[src/rtl/wb_slv_decoder_pkg.sv]
// Shared types and helpers for the Wishbone slave decoder.
// Holds the FSM state encoding, the default error read data and the slot-width helper.
package wb_slv_decoder_pkg;

    typedef enum logic [1:0] {
        ST_IDLE = 2'd0,
        ST_REQ  = 2'd1,
        ST_RESP = 2'd2
    } dec_state_t;

    localparam logic [31:0] TMO_DATA_DEF = 32'hDEAD_BEEF;

    // Width of a latched slot index; never below one bit so a single-slave build still indexes.
    function automatic int slot_width(input int n);
        return (n <= 1) ? 1 : $clog2(n);
    endfunction

endpackage

[src/rtl/wb_slv_decoder_tmo_timer.sv]
// Response timeout timer for the decoder: counts cycles spent waiting on a slave.
// The count restarts on clear and flags expiry on the last permitted wait cycle.
module wb_tmo_timer #(
    parameter int TMO_CYC = 255
) (
    input  logic i_clk,
    input  logic i_rst,
    input  logic i_clr,
    input  logic i_en,
    output logic o_expire
);

    localparam int TW = $clog2(TMO_CYC + 1);

    logic [TW-1:0] r_cnt;

    always_ff @(posedge i_clk) begin
        if (i_rst) begin
            r_cnt <= '0;
        end else if (i_clr) begin
            r_cnt <= '0;
        end else if (i_en) begin
            r_cnt <= r_cnt + TW'(1);
        end
    end

    assign o_expire = i_en && (r_cnt == TW'(TMO_CYC - 1));

endmodule

[src/rtl/wb_slv_decoder.sv]
// Single-master Wishbone classic decoder: routes one transfer at a time to the slave slot
// selected by address bits, and always terminates it (ack, slave error, unmapped or timeout).
//
// state   | meaning
// IDLE    | waiting for m_cyc_i & m_stb_i; request is latched here
// REQ     | one slave strobed, waiting for its ack/err, timeout or master abort
// RESP    | m_ack_o or m_err_o high for this single cycle
module wb_slv_decoder
    import wb_slv_decoder_pkg::*;
#(
    parameter int          NUM_SLV  = 4,
    parameter int          DEC_LO   = 28,
    parameter int          DEC_HI   = 29,
    parameter int          TMO_CYC  = 255,
    parameter logic [31:0] TMO_DATA = TMO_DATA_DEF
) (
    input  logic                  wb_clk_i,
    input  logic                  wb_rst_i,
    input  logic                  m_cyc_i,
    input  logic                  m_stb_i,
    input  logic                  m_we_i,
    input  logic [31:0]           m_adr_i,
    input  logic [31:0]           m_dat_i,
    input  logic [3:0]            m_sel_i,
    output logic [31:0]           m_dat_o,
    output logic                  m_ack_o,
    output logic                  m_err_o,
    output logic [NUM_SLV-1:0]    s_cyc_o,
    output logic [NUM_SLV-1:0]    s_stb_o,
    output logic                  s_we_o,
    output logic [31:0]           s_adr_o,
    output logic [31:0]           s_dat_o,
    output logic [3:0]            s_sel_o,
    input  logic [32*NUM_SLV-1:0] s_dat_i,
    input  logic [NUM_SLV-1:0]    s_ack_i,
    input  logic [NUM_SLV-1:0]    s_err_i,
    output logic                  tmo_flag_o
);

    localparam int          SLOT_W    = slot_width(NUM_SLV);
    localparam int          NPAD      = 1 << SLOT_W;
    localparam logic [31:0] NUM_SLV_U = NUM_SLV;

    dec_state_t          r_state;
    logic [SLOT_W-1:0]   r_slot;
    logic [NUM_SLV-1:0]  r_cyc;
    logic                r_we;
    logic [31:0]         r_adr;
    logic [31:0]         r_wdat;
    logic [3:0]          r_sel;
    logic [31:0]         r_rdat;
    logic                r_ack;
    logic                r_err;
    logic                r_tmo;

    logic                w_req;
    logic                w_map;
    logic [SLOT_W-1:0]   w_slot;
    logic [NPAD-1:0]     w_ack_vec;
    logic [NPAD-1:0]     w_err_vec;
    logic                w_ack;
    logic                w_err;
    logic [31:0]         w_sdat [NPAD];
    logic                w_tmo;

    assign w_req  = m_cyc_i && m_stb_i;
    assign w_map  = 32'(m_adr_i[DEC_HI:DEC_LO]) < NUM_SLV_U;
    assign w_slot = SLOT_W'(m_adr_i >> DEC_LO);

    // Padded to a power of two so the latched slot can index without range gaps.
    assign w_ack_vec = NPAD'(s_ack_i);
    assign w_err_vec = NPAD'(s_err_i);
    assign w_ack     = w_ack_vec[r_slot];
    assign w_err     = w_err_vec[r_slot];

    for (genvar k = 0; k < NPAD; k++) begin : g_rdat
        if (k < NUM_SLV) begin : g_used
            assign w_sdat[k] = s_dat_i[32*k +: 32];
        end else begin : g_pad
            assign w_sdat[k] = '0;
        end
    end

    wb_tmo_timer #(
        .TMO_CYC (TMO_CYC)
    ) u_tmo (
        .i_clk    (wb_clk_i),
        .i_rst    (wb_rst_i),
        .i_clr    ((r_state == ST_IDLE) && w_req),
        .i_en     (r_state == ST_REQ),
        .o_expire (w_tmo)
    );

    always_ff @(posedge wb_clk_i) begin
        if (wb_rst_i) begin
            r_state <= ST_IDLE;
            r_slot  <= '0;
            r_cyc   <= '0;
            r_we    <= 1'b0;
            r_adr   <= '0;
            r_wdat  <= '0;
            r_sel   <= '0;
            r_rdat  <= '0;
            r_ack   <= 1'b0;
            r_err   <= 1'b0;
            r_tmo   <= 1'b0;
        end else begin
            r_ack <= 1'b0;
            r_err <= 1'b0;
            case (r_state)
                ST_IDLE: begin
                    if (w_req) begin
                        r_slot <= w_slot;
                        r_we   <= m_we_i;
                        r_adr  <= m_adr_i;
                        r_wdat <= m_dat_i;
                        r_sel  <= m_sel_i;
                        if (w_map) begin
                            r_cyc   <= NUM_SLV'(1) << w_slot;
                            r_state <= ST_REQ;
                        end else begin
                            r_err   <= 1'b1;
                            r_rdat  <= TMO_DATA;
                            r_state <= ST_RESP;
                        end
                    end
                end
                ST_REQ: begin
                    if (!m_cyc_i) begin
                        r_cyc   <= '0;
                        r_state <= ST_IDLE;
                    end else if (w_ack || w_err) begin
                        // A real slave response beats a timeout landing on the same cycle.
                        r_cyc   <= '0;
                        r_ack   <= w_ack && !w_err;
                        r_err   <= w_err;
                        if (w_err) begin
                            r_rdat <= TMO_DATA;
                        end else if (!r_we) begin
                            r_rdat <= w_sdat[r_slot];
                        end
                        r_state <= ST_RESP;
                    end else if (w_tmo) begin
                        r_cyc   <= '0;
                        r_err   <= 1'b1;
                        r_rdat  <= TMO_DATA;
                        r_tmo   <= 1'b1;
                        r_state <= ST_RESP;
                    end
                end
                ST_RESP: begin
                    r_state <= ST_IDLE;
                end
                default: begin
                    r_cyc   <= '0;
                    r_state <= ST_IDLE;
                end
            endcase
        end
    end

    assign m_dat_o    = r_rdat;
    assign m_ack_o    = r_ack;
    assign m_err_o    = r_err;
    assign s_cyc_o    = r_cyc;
    assign s_stb_o    = r_cyc;
    assign s_we_o     = r_we;
    assign s_adr_o    = r_adr;
    assign s_dat_o    = r_wdat;
    assign s_sel_o    = r_sel;
    assign tmo_flag_o = r_tmo;

endmodule

[config.mk]
export PLATFORM = sky130hd
export DESIGN_NAME = wb_slv_decoder
export DESIGN_NICKNAME = d
export VERILOG_FILES = /design/src/rtl/wb_slv_decoder_pkg.sv /design/src/rtl/wb_slv_decoder_tmo_timer.sv /design/src/rtl/wb_slv_decoder.sv
export SDC_FILE = /design/constraint.sdc
export NUM_CORES = 1
export LEC_CHECK = 0
export ABC_AREA = 1
export CAP_MARGIN = 20
export CORE_MARGIN = 4
export CORE_UTILIZATION = 39
export CTS_CLUSTER_SIZE = 20
export DETAILED_ROUTE_END_ITERATION = 8
export PLACE_DENSITY = 0.86
export RECOVER_POWER = 50
export SYNTH_ARGS = -nofsm -noshare
export SYNTH_HDL_FRONTEND = slang
export SYNTH_SLANG_ARGS = --single-unit
[constraint.sdc]
create_clock -name wb_clk_i -period 1.6 [get_ports wb_clk_i]
set_input_delay 0.4 -clock wb_clk_i [delete_from_list [all_inputs] [get_ports wb_clk_i]]
set_output_delay 0.4 -clock wb_clk_i [all_outputs]
set_load 0.03 [all_outputs]
==> impl_metrics.tcl <==
set metrics [dict create \
    crit_chain "inv_2 > ha_4 > nand2_2 > nor2_2 > nand3_2 > nand3_4 > nand3_4 > clkbuf_16 > nor2_1 > nor2_1" \
    grt.total_usage_pct 26.33 \
    final_net_count 1440 \
    ir_drop_mv 0.7538 \
    remaining_drc_errors 0 \
    slew_headroom_pct 75.54 \
    p_leak_nw 4.669 \
    wl_per_cell_um 16.55 \
    grt_pass1_vias 6819 \
    fin_crit_ps 1608 \
    period_share_pct 100.5 \
    dieArea_um2 16550 \
    startpoint "u_tmo.r_cnt[0]$_SDFFE_PP0N_" \
    synth_edf_count 0 \
    netlist_top_cells_area "dfxtp_1 42%, nor2_1 23%, o21ai_0 12%" \
    setup_slack_ps -7.664 \
    grt_max_degree 38 \
    io_pins 321 \
    hp-class "register to register" \
    dr.pass1.iters 5 \
    die_width_um 128.7 \
    synth_flop_cell "dfxtp_1" \
    grt_pass1_wl_um 34210 \
    finalCoreUtilization_pct 72.32 \
    port_buffers 320 \
    postRouteAntennaNets 0 \
    drive_above_1_share_pct 13.39 \
    clkTransAtPathRegs_ps 50 \
    rsz0062_at_grt "true" \
    criticalPathCategory "register to register" \
    crit_slowest_cell "dfxtp_2" \
    hp-start "tmo_flag_o$_SDFFE_PP0P_" \
    crit_path_start_kind "register" \
    cpPeakStageDelay_ps 320 \
    num_vias 7067 \
    synth_seq_cells 118 \
    dp_worst_setup_slack_ps -346.2 \
    syn_nets 1099 \
    async_flop_share_pct 0 \
    holdWs_ps 488.3 \
    clkLatencyLatePin_ps 410 \
    final_area_um2 10190 \
    use_met2_pct 47.07 \
    cts_buffer_depth 2 \
    h-tree-depth 4 \
    fp.dieH_um 128.7 \
    finalSetupViolCount 1 \
    grt.busiest_layer "met2" \
    path_max_fanout 11 \
    std_cell_rows 43 \
    tns_ps -7.664 \
    violations "setup timing" \
    fill_cells 1099 \
    hpwl_um 17140 \
    met1_usage_pct 27.54 \
    synth_area_per_cell_um2 6.394 \
    drt_iter0_drc 414 \
    slew_violations 0 \
    cts.sinks 118 \
    yosysTopAreaCell "dfxtp_1" \
    worst_pin_slew_ps 363.0 \
    routed_wl_um 23530 \
    antenna_found_initial 2 \
    power_density_nw_per_um2 898.6 \
    cts_tree "done" \
    gr-total-overflow 0 \
    cts_buffers 17 \
    rr_startpoint "u_tmo.r_cnt[0]$_SDFFE_PP0N_" \
    start_util_pct 40.28 \
    hold_viol 0 \
    core_um2 14100 \
    crit_required_ps 1900 \
    yosysSeqAreaShare_pct 41.60 \
    synth.top_cell.area_share_pct 41.60 \
    arrival_ps 1910 \
    drv_cap 0 \
    syn-cell-area_um2 5678 \
    max_freq_mhz 622.0 \
    syn2layout_area_growth_pct 79.55 \
    gp_routability_congestion 0.8960 \
    vias_per_cell 4.970 \
    grt.met3_usage_pct 10.05 \
    finalClockSkew_ps 10.57 \
    netlist_instances 888 \
    cts-root-buf "clkbuf_16" \
    status "finished, violations left" \
    yosys_warnings 0 \
    placed_cell_area_um2 9356 \
    synthDistinctLibCells 27 \
    cp-end-kind "register" \
]
[final cells by class]
cell class	instances	area, um2	area share (%)
Timing Repair Buffer	380	3834	37.60
Antenna cell	2	5.005	0.04909
Inverter	54	210.2	2.062
Sequential cell	118	2370	23.24
Multi-Input combinational cell	658	2970	29.14
Clock buffer	19	452.9	4.443
Tap cell	180	225.2	2.209
Clock inverter	11	127.6	1.252
[cells in the final DEF (no fill, tap or decap), types with 2 or more instances in the layout]
cell             synthesis  final
nand3_2                  3      5
dlygate4sd2_1            0     63
clkdlybuf4s15_1          0     31
o21ai_1                  0      2
clkbuf_16                0     22
dfxtp_2                  0      3
clkdlybuf4s50_1          0    207
clkbuf_8                 0      2
nand3_1                 35     31
nand2_2                  2     17
nand2_4                  2      5
clkinvlp_4               0      4
a21oi_1                 18     18
nor3_1                   4      3
nor2_2                   2     13
inv_1                   48     47
buf_12                   0     16
dfxtp_1                118    114
clkbuf_2                 0     11
o21ai_0                135    133
diode_2                  0      2
inv_2                    4      6
buf_6                    4      6
bufinv_16                0      2
clkinv_4                 0      3
nand2_1                101     83
buf_4                   11     38
nor2_1                 346    334
nand3_4                  1      4
xor2_1                   2      2
[registers in the layout, indices dropped and copies added (netlist names)]
register	flops
m_ack_o	1
m_dat_o	32
m_err_o	1
r_slot	1
r_state	2
s_adr_o	31
s_cyc_o	4
s_dat_o	32
s_sel_o	4
s_we_o	1
tmo_flag_o	1
u_tmo.r_cnt	8
[cell usage after synthesis (2+ instances only)]
| master | instances |
|---|---|
| a21oi_1 | 18 |
| buf_1 | 3 |
| buf_2 | 10 |
| buf_4 | 11 |
| buf_6 | 4 |
| clkbuf_1 | 31 |
| dfxtp_1 | 118 |
| ha_1 | 2 |
| inv_1 | 48 |
| inv_2 | 4 |
| nand2_1 | 101 |
| nand2_2 | 2 |
| nand2_4 | 2 |
| nand3_1 | 35 |
| nand3_2 | 3 |
| nor2_1 | 346 |
| nor2_2 | 2 |
| nor3_1 | 4 |
| o21ai_0 | 135 |
| xor2_1 | 2 |
[timing repair]
item,4_1_cts,5_1_grt
gates cloned,1,6
pin swaps,0,4
buffers inserted,0,3
resized for setup,116,92
hold buffers,0,0
setup endpoints to repair,104,72
[worst max-delay path: cells and delay by family, from the launching register on]
family                     cells  cell delay, ps
buffers and inverters          2             300
DFF                            1             320
and+or+nand+nor                7             750
adders and majority gates      1             130
[routing by layer]
layer  routed length [um]  vias up
met4                  620        0
met1                 8441     3249
met3                 2290       36
met5                    0        -
met2                12180      307
li1                     -     3475
[where the power goes]
group / internal (W) / switching (W) / total (W) / leakage, nW
clock network: 0.00236 / 0.00139 / 0.00375 / 0.273
logic: 0.00105 / 0.00117 / 0.00221 / 3.43
registers: 0.00311 / 0.0000910 / 0.00320 / 0.968
total: 0.00651 / 0.00265 / 0.00916 / 4.67
[path summary, 6_finish.rpt]
check | depth (start not counted) | slack [ps] | to
worst min-delay path | 2 | 490 | tmo_flag_o$_SDFFE_PP0P_
worst min register to register | 2 | 490 | tmo_flag_o$_SDFFE_PP0P_
worst max register to register | 10 | -8 | m_dat_o[10]$_SDFFE_PP0P_
worst max-delay path | 10 | -8 | m_dat_o[10]$_SDFFE_PP0P_
[logic make-up (layout without fill, tap and decap cells)]
family | count (synthesis) | count (layout) | share of synthesized area [%]
AOI/OAI and AO/OA | 154 | 154 | 13.62
xor gates and xnor gates | 2 | 2 | 0.3086
adders and majority gates | 2 | 2 | 0.4407
buffers and inverters | 113 | 464 | 8.991
DFF | 118 | 118 | 41.60
other | 0 | 2 | 0
and+or+nand+nor | 499 | 500 | 35.04
[stage by stage]
step,power [W],cells
6_report,0.009161,1422
3_5_place_dp,0.005447,1380
3_3_place_gp,0.005417,1380
5_1_grt,0.009543,1422
2_1_floorplan,0.004249,888
4_1_cts,0.009117,1411
Power figures use the tool's default switching activity.
